## config.mk

```make
export PLATFORM = sky130hd
export DESIGN_NAME = mem_target
export DESIGN_NICKNAME = d
export VERILOG_FILES = /design/src/rtl/mem_target.sv
export SDC_FILE = /design/constraint.sdc
export NUM_CORES = 1
export LEC_CHECK = 0
export CAP_MARGIN = 15
export CORE_ASPECT_RATIO = 1.1
export CORE_MARGIN = 2
export CORE_UTILIZATION = 45
export CTS_BUF_LIST = sky130_fd_sc_hd__clkbuf_4 sky130_fd_sc_hd__clkbuf_8
export DETAILED_ROUTE_END_ITERATION = 16
export PLACE_DENSITY = 0.65
export SLEW_MARGIN = 20
export SYNTH_ARGS = -nofsm -noshare
export SYNTH_HDL_FRONTEND = slang
export SYNTH_SLANG_ARGS = --single-unit
```

## constraint.sdc

```tcl
create_clock -name clk -period 8.7 [get_ports clk]
set_clock_uncertainty 0.05 [all_clocks]
set_input_delay 1.305 -clock clk [delete_from_list [all_inputs] [get_ports clk]]
set_output_delay 1.305 -clock clk [all_outputs]
set_load 0.005 [all_outputs]
```

## src/rtl/mem_target.sv

```systemverilog
// Single-port 32x8 memory target with a req/ack handshake and WAIT_STATES extra latency.
// Optional per-word even parity with error injection is enabled by defining MEM_TARGET_PARITY_EN.
module mem_target #(
    parameter int unsigned WAIT_STATES = 1,
    parameter int unsigned DEPTH       = 32
) (
    input  logic       clk,
    input  logic       rst,
    input  logic       req,
    input  logic       write,
    input  logic [4:0] addr,
    input  logic [7:0] wdata,
    input  logic       inj_err,
    output logic       ack,
    output logic [7:0] rdata,
    output logic       busy,
    output logic       parity_err
);

    localparam int unsigned AW = 5;
    localparam int unsigned DW = 8;
    localparam int unsigned CW = 2;
    localparam logic [CW-1:0] WAIT_LOAD = (WAIT_STATES != 0) ? CW'(WAIT_STATES - 1) : '0;

    typedef enum logic [1:0] {IDLE, WAIT, RESP} state_t;

    state_t          state_q, state_d;
    logic [CW-1:0]   cnt_q, cnt_d;
    logic            write_q;
    logic [AW-1:0]   addr_q;
    logic [DW-1:0]   wdata_q;
    logic [DW-1:0]   mem [DEPTH];

    logic            accept;
    logic            commit;
    logic            ack_d;
    logic            busy_d;
    logic            op_write;
    logic [AW-1:0]   op_addr;
    logic [DW-1:0]   op_wdata;

`ifdef MEM_TARGET_PARITY_EN
    logic            inj_q;
    logic            op_inj;
    logic            par [DEPTH];
    logic            perr_d;
`else
    logic            unused_inj;
    assign unused_inj = inj_err;
    assign parity_err = 1'b0;
`endif

    // Next state, wait counter and handshake outputs.
    always_comb begin
        state_d = state_q;
        cnt_d   = cnt_q;
        accept  = 1'b0;
        commit  = 1'b0;
        case (state_q)
            IDLE: begin
                if (req) begin
                    accept = 1'b1;
                    if (WAIT_STATES != 0) begin
                        state_d = WAIT;
                        cnt_d   = WAIT_LOAD;
                    end else begin
                        state_d = RESP;
                        commit  = 1'b1;
                    end
                end
            end
            WAIT: begin
                if (cnt_q == '0) begin
                    state_d = RESP;
                    commit  = 1'b1;
                end else begin
                    cnt_d = cnt_q - CW'(1);
                end
            end
            RESP:    state_d = IDLE;
            default: state_d = IDLE;
        endcase
        ack_d  = (state_q == RESP);
        busy_d = (state_d != IDLE) || (state_q == RESP);
    end

    // With zero wait states the commit happens on the accepting edge, before the latch is loaded.
    always_comb begin
        op_write = write_q;
        op_addr  = addr_q;
        op_wdata = wdata_q;
        if (state_q == IDLE) begin
            op_write = write;
            op_addr  = addr;
            op_wdata = wdata;
        end
    end

`ifdef MEM_TARGET_PARITY_EN
    always_comb begin
        op_inj = (state_q == IDLE) ? inj_err : inj_q;
        perr_d = (state_q == RESP) && !write_q && ((^rdata) != par[addr_q]);
    end
`endif

    always_ff @(posedge clk or posedge rst) begin
        if (rst) begin
            state_q <= IDLE;
            cnt_q   <= '0;
            write_q <= 1'b0;
            addr_q  <= '0;
            wdata_q <= '0;
            ack     <= 1'b0;
            busy    <= 1'b0;
            rdata   <= '0;
            mem     <= '{default: '0};
`ifdef MEM_TARGET_PARITY_EN
            inj_q      <= 1'b0;
            par        <= '{default: 1'b0};
            parity_err <= 1'b0;
`endif
        end else begin
            state_q <= state_d;
            cnt_q   <= cnt_d;
            ack     <= ack_d;
            busy    <= busy_d;
            if (accept) begin
                write_q <= write;
                addr_q  <= addr;
                wdata_q <= wdata;
`ifdef MEM_TARGET_PARITY_EN
                inj_q   <= inj_err;
`endif
            end
            if (commit) begin
                if (op_write) begin
                    mem[op_addr] <= op_wdata;
`ifdef MEM_TARGET_PARITY_EN
                    par[op_addr] <= (^op_wdata) ^ op_inj;
`endif
                end else begin
                    rdata <= mem[op_addr];
                end
            end
`ifdef MEM_TARGET_PARITY_EN
            parity_err <= perr_d;
`endif
        end
    end

endmodule

```

### Word-level counts from Yosys, hierarchy flattened

Cells that the tools add are included.

| word-level totals | value |
|---|---|
| flip-flop bits (word level) | 284 |
| input port bits | 18 |
| output and inout port bits | 11 |
| word-level logic and storage cells | 77 |

| operators by class | value |
|---|---|
| add/subtract/negate cells | 1 |
| magnitude comparators | 2 |
| equal/unequal tests | 4 |
| multiplexer cells | 19 |
| bitwise gates (word level) | 2 |
| reduce and logical (&&, ||, !) cells | 9 |

Operator list:

| kind | number |
|---|---|
| 256-bit bitwise mux | 1 |
| 8-bit binary-select mux with 5-bit select | 1 |
| 8-bit demux with 5-bit select | 1 |
| 8-bit 2-to-1 mux | 4 |
| 2-bit 2-to-1 mux | 4 |
| 2-bit one-hot mux with 2 select lines | 2 |
| 6-bit >= comparator (second input constant) | 1 |
| 6-bit by 1-bit < comparator with 1-bit output (second input constant) | 1 |
| 5-bit NOT with 6-bit output | 1 |
| 1-bit 2-to-1 mux | 5 |
| 5-bit 2-to-1 mux | 1 |
| 2-bit zero test | 2 |
| 2-bit != test (second input constant) | 2 |
| 2-bit AND reduction | 2 |
| 2-bit nonzero test | 2 |
| 3-bit AND reduction | 1 |
| 2-bit by 1-bit == test with 1-bit output (second input constant) | 1 |
| 2-bit == test (second input constant) | 1 |
| 2-bit by 1-bit subtractor with 2-bit output (second input constant) | 1 |
| 1-bit logical AND | 1 |
| 1-bit logical OR | 1 |
| 1-bit NOT | 1 |

### Longest topological paths before layout

| logic depth | value |
|---|---|
| depth in word-level cells | 8 |
| depth in mapped cells | 11 |
| depth with buffers taken out | 8 |

### Least setup slack after synthesis

No wires, ideal clock.

| timing path | value |
|---|---|
| path kind | input to register |
| start | input port addr[0] |
| end | register mem[168] (netlist bit) |
| library setup time | 134 ps |
| data arrival time | 2826 ps |
| data required time | 8516 ps |
| setup slack | 5690 ps |
| stages | 7 |
| path buffers | 2 |
| cells stage by stage | or4b_1 o21a_2 or3_1 buf_2 buf_2 nand2_1 o21ai_1 |

| between the ends | value |
|---|---|
| longest elaborated chain between the ends | 7 |
| elaborated cells on any way between the ends | 8 |
| those cells by class | order compare: 2; mux: 4; bitwise: 1; reduce/logical: 1 |

RTL lines:

| item | line | RTL |
|---|---|---|
| start: declaration | 11 | `input logic [4:0] addr,` |
| 5-bit 2-to-1 mux (*) | 92 | `if (state_q == IDLE) begin` |
| 5-bit NOT with 6-bit output (not written as such) (*) | 137 | `mem[op_addr] <= op_wdata;` |
| 6-bit >= comparator (not written as such) / 6-bit by 1-bit < comparator with 1-bit output (equally long branches) | 137 |  |
| 1-bit logical AND (not written as such) | 137 |  |
| 8-bit 2-to-1 mux (not written as such) | 137 |  |
| 8-bit demux with 5-bit select (*) | 137 |  |
| 256-bit bitwise mux (*) | 137 |  |
| end signal: indexed assignment | 137 |  |
| end: declaration | 32 | `logic [DW-1:0] mem [DEPTH];` |

Mark *: on every way between the ends. The rest lies on a longest branch, timed or not.
A chain may end at the register's enable or synchronous reset.

### Worst setup path in the final report

| timing path | value |
|---|---|
| start | register state_q[1] |
| end | register rdata[6] |

| between the ends | value |
|---|---|
| longest elaborated chain between the ends | 6 |
| elaborated cells on any way between the ends | 11 |
| those cells by class | eq/ne: 1; mux: 6; bitwise: 2; reduce/logical: 2 |

RTL lines:

| item | line | RTL |
|---|---|---|
| start: declaration | 27 | `state_t state_q, state_d;` |
| start signal: assignment | 123 | `state_q <= state_d;` |
| 2-bit zero test | 59, 92 |  |
| 5-bit 2-to-1 mux | 92 |  |
| 5-bit NOT with 6-bit output (not written as such) | 142 | `rdata <= mem[op_addr];` |
| 8-bit binary-select mux with 5-bit select | 142 |  |
| 8-bit 2-to-1 mux (not written as such) (2 in series) | 142 |  |
| end signal: assignment | 142 |  |
| end: declaration | 15 | `output logic [7:0] rdata,` |

Several ways; a longest one is shown, not always the timed one. The select of a mux whose other input is x is not followed.

==> metrics <==
routed via count between 9000 and 10000; number of flip-flops and latches in the synthesized netlist 284; H-tree depth 2; Setup crit start kind register; DP Area 13000 um2; number of antenna violations at the first check in global routing 0; later-pin clock latency in the skew report ~560 ps; commonest non-fill, non-tap cells in the layout dfrtp_1, a21oi_1, nor2_1; starting density of the core 0.456; reg-to-reg critical path startpoint state_q[1]$_DFF_PP0_; power share of the combinational group 0.362; Flop pwr share 0.400; Die Wd 164 um; final routed wire length divided by cell count 19.7 um; wire length of the first global-routing pass about 50000 um; type of the worst setup path reg2reg; RSZ-0062 raised after global routing false; highest clock rate 0.255 GHz; count of nets left with antenna violations after detail routing 0; final instance area about 14000 um2; fraction of the yosys area taken by sequential cells 0.563; cell at the root of the clock tree clkbuf_8; Num CTS Buffers 47; cts hold-fix bufs 0; worst hold path cell count 2; register cell area after layout around 7000 um2; WP data arrival roughly 4300 ps; number of warnings reported in the yosys synthesis log 0; total detailed-routing wirelength 32200 um; post-synthesis to final-layout area growth 11.9%; routing usage on met1 0.309; GRT Max-Usage Layer met2; slack of the worst reg-to-reg path 4780 ps; fraction of final layout cells sized beyond drive strength 1 0.152; GRT Resource Usage Total 0.227; worst hold path startpoint mem[1]$_DFFE_PP0P_; GR Layer Usage met2 0.357; number of max-cap violations 0; reg2reg end rdata[6]$_DFFE_PP0P_; internal portion of total power 0.00317 W; Hold WC Path Type reg2reg; Endpoint, Worst Hold mem[1]$_DFFE_PP0P_; min cycle time layout 3920 ps; pin count of the biggest net entering global routing 188; Pins Over Slew Limit 0; number of antenna diodes 0; number of buffers added for setup after CTS 0; actual transition at the worst max-transition pin 1050 ps; Clk pin slew, worst setup/hold paths around 60 ps; die area 29400 um2; maximum number of buffers from clock root to sink 3; fraction of power spent switching nets 0.402; DR vias/cell 5.64; CTS tree built; count of final hold-check violations 0; number of buffers inserted by port buffering 26; endpoint type of the worst setup path register; Required @ worst endpoint 9040 ps; post-layout instance count excluding filler cells 1635; highest net fanout along the worst path 48; footprint of the multi-input gates 5050 um2; number of cell rows 64; core footprint approximately 28000 um2; count of cells resized by post-cts repair 0; via count of the first global-routing pass 8908; Mapped Nets 1270; I/O pin total 29; Sink Count 284; Unique masters post-synth 47; leading cell type in the layout, fill and taps excluded dfrtp_1; DRC violations left 0; PwrDens roughly 380 nW/um2; result of the run finished clean; setup total negative slack 0 ps; post-layout net count roughly 1300; crit share post-route 0.450; Detailed Route Iter0 Violations 618; cell area after synthesis 12600 um2; mean instance size in the synthesized netlist roughly 10 um2; worst voltage drop across the vdd grid 226 uV; max_slew headroom 0.292; Filler Cell Count 2545; Gate Count Post-Synth about 1300; total chip power 0.00530 W; met3 Track Usage GR 0.0461; total congestion overflow 0; worst hold slack across all endpoints 428 ps; worst reg2reg path depth 8; commonest register cell after synthesis dfrtp_1; count of TritonRoute iterations in the first routing pass 4; height of the chip 180 um; static leakage approximately 6.1 nW; proportion of power drawn by the clock network 0.238; total half-perimeter wirelength after legalization and detailed placement roughly 19000 um; switching power of the nets about 0.0021 W; weighted congestion reported at the end of routability-driven placement 0.785; fraction of registers with async set/reset 1.00; count of flip-flops with a built-in enable after synthesis 0; cell count after placement between 1500 and 2000; final setup violation count 0
cell usage after synthesis, types with 2 or more instances:
cell | count | area [um2]
clkbuf_2 | 2 | 10.0
o21ai_1 | 32 | 160
a31oi_1 | 8 | 50.1
or4b_1 | 3 | 30.0
inv_1 | 3 | 11.3
o21ai_0 | 35 | 175
nand2_2 | 7 | 43.8
nand2_1 | 86 | 323
buf_6 | 10 | 113
nor2_1 | 193 | 724
buf_4 | 19 | 143
nor3_1 | 11 | 55.1
mux2_2 | 15 | 169
dfrtp_1 | 284 | 7110
mux2i_1 | 9 | 90.1
buf_2 | 33 | 165
or4_4 | 2 | 22.5
a22oi_1 | 128 | 961
nand2b_1 | 4 | 25.0
nand2_4 | 2 | 22.5
a22o_1 | 2 | 17.5
clkbuf_1 | 44 | 165
a21oi_2 | 2 | 17.5
a21oi_1 | 240 | 1200
nor4_1 | 8 | 50.1
or3_1 | 11 | 68.8
o21ai_2 | 17 | 149
mux2i_2 | 2 | 27.5
nor3_4 | 21 | 342
worst max path at each step:
stage / from / end / slack (ps)
after global placement: addr[0] / rdata[6]$_DFFE_PP0P_ / 4290
after detailed placement: addr[0] / rdata[6]$_DFFE_PP0P_ / 4280
after floorplan: rst / ack$_DFF_PP0_ / 3580
after CTS: state_q[1]$_DFF_PP0_ / rdata[6]$_DFFE_PP0P_ / 4820
final: state_q[1]$_DFF_PP0_ / rdata[6]$_DFFE_PP0P_ / 4780
after global routing: state_q[1]$_DFF_PP0_ / rdata[6]$_DFFE_PP0P_ / 4580
per-stage QoR:
step / setup slack, ps / util
detailed placement: 4280 / 0.470
CTS: 4820 / 0.508
global placement: 4290 / 0.470
global route: 4580 / 0.510
finish: 4780 / 0.510
floorplan: 3580 / -
kinds of logic after synthesis:
kind of cell    count (synthesis)  share of synthesized area
other cells                     1                   0.000297
flops                         284                      0.563
fa+ha+maj                       1                   0.000990
mux                            26                     0.0227
simple gates                  354                      0.139
buf+inv                       112                     0.0483
compound gates                473                      0.226
routing by layer:
metal / up-vias / part of all wire / wire, um
met3: 64 / 0.054 / 1730
met4: 0 / 0.035 / 1140
li1: 4422 / - / -
met5: - / 0 / 0
met2: 225 / 0.48 / 15400
met1: 4506 / 0.43 / 14000
power groups by stage:
stage / combinational (W) / sequential (W) / clock (W)
2_1_floorplan: 0.00134 / 0.00206 / 0
3_3_place_gp: 0.00186 / 0.00212 / 0
3_5_place_dp: 0.00190 / 0.00215 / 0
4_1_cts: 0.00190 / 0.00213 / 0.00129
5_1_grt: 0.00210 / 0.00219 / 0.00135
6_report: 0.00192 / 0.00212 / 0.00126
worst max-delay path, stage by stage (launching register included):
cell,delay (ps)
dfrtp_1,590
nor2_4,490
buf_4,460
o21ai_4,230
buf_4,400
a22oi_1,280
a21oi_1,110
nor4_1,930
a31oi_1,170
registers in the layout, summed over array words and instances, names as in the netlist:
name,cells
state_q,2
mem,256
cnt_q,2
ack,1
addr_q,5
write_q,1
rdata,8
wdata_q,8
busy,1
final cells by class:
cell class / instances / area share
well taps: 363 / 0.0321
multi-input cells: 855 / 0.358
clock buffers: 77 / 0.0710
inverters: 3 / 0.00106
flip-flops and latches: 284 / 0.503
repair buffers: 45 / 0.0322
clock inverters: 8 / 0.00301
(Power assumes the default switching activity.)
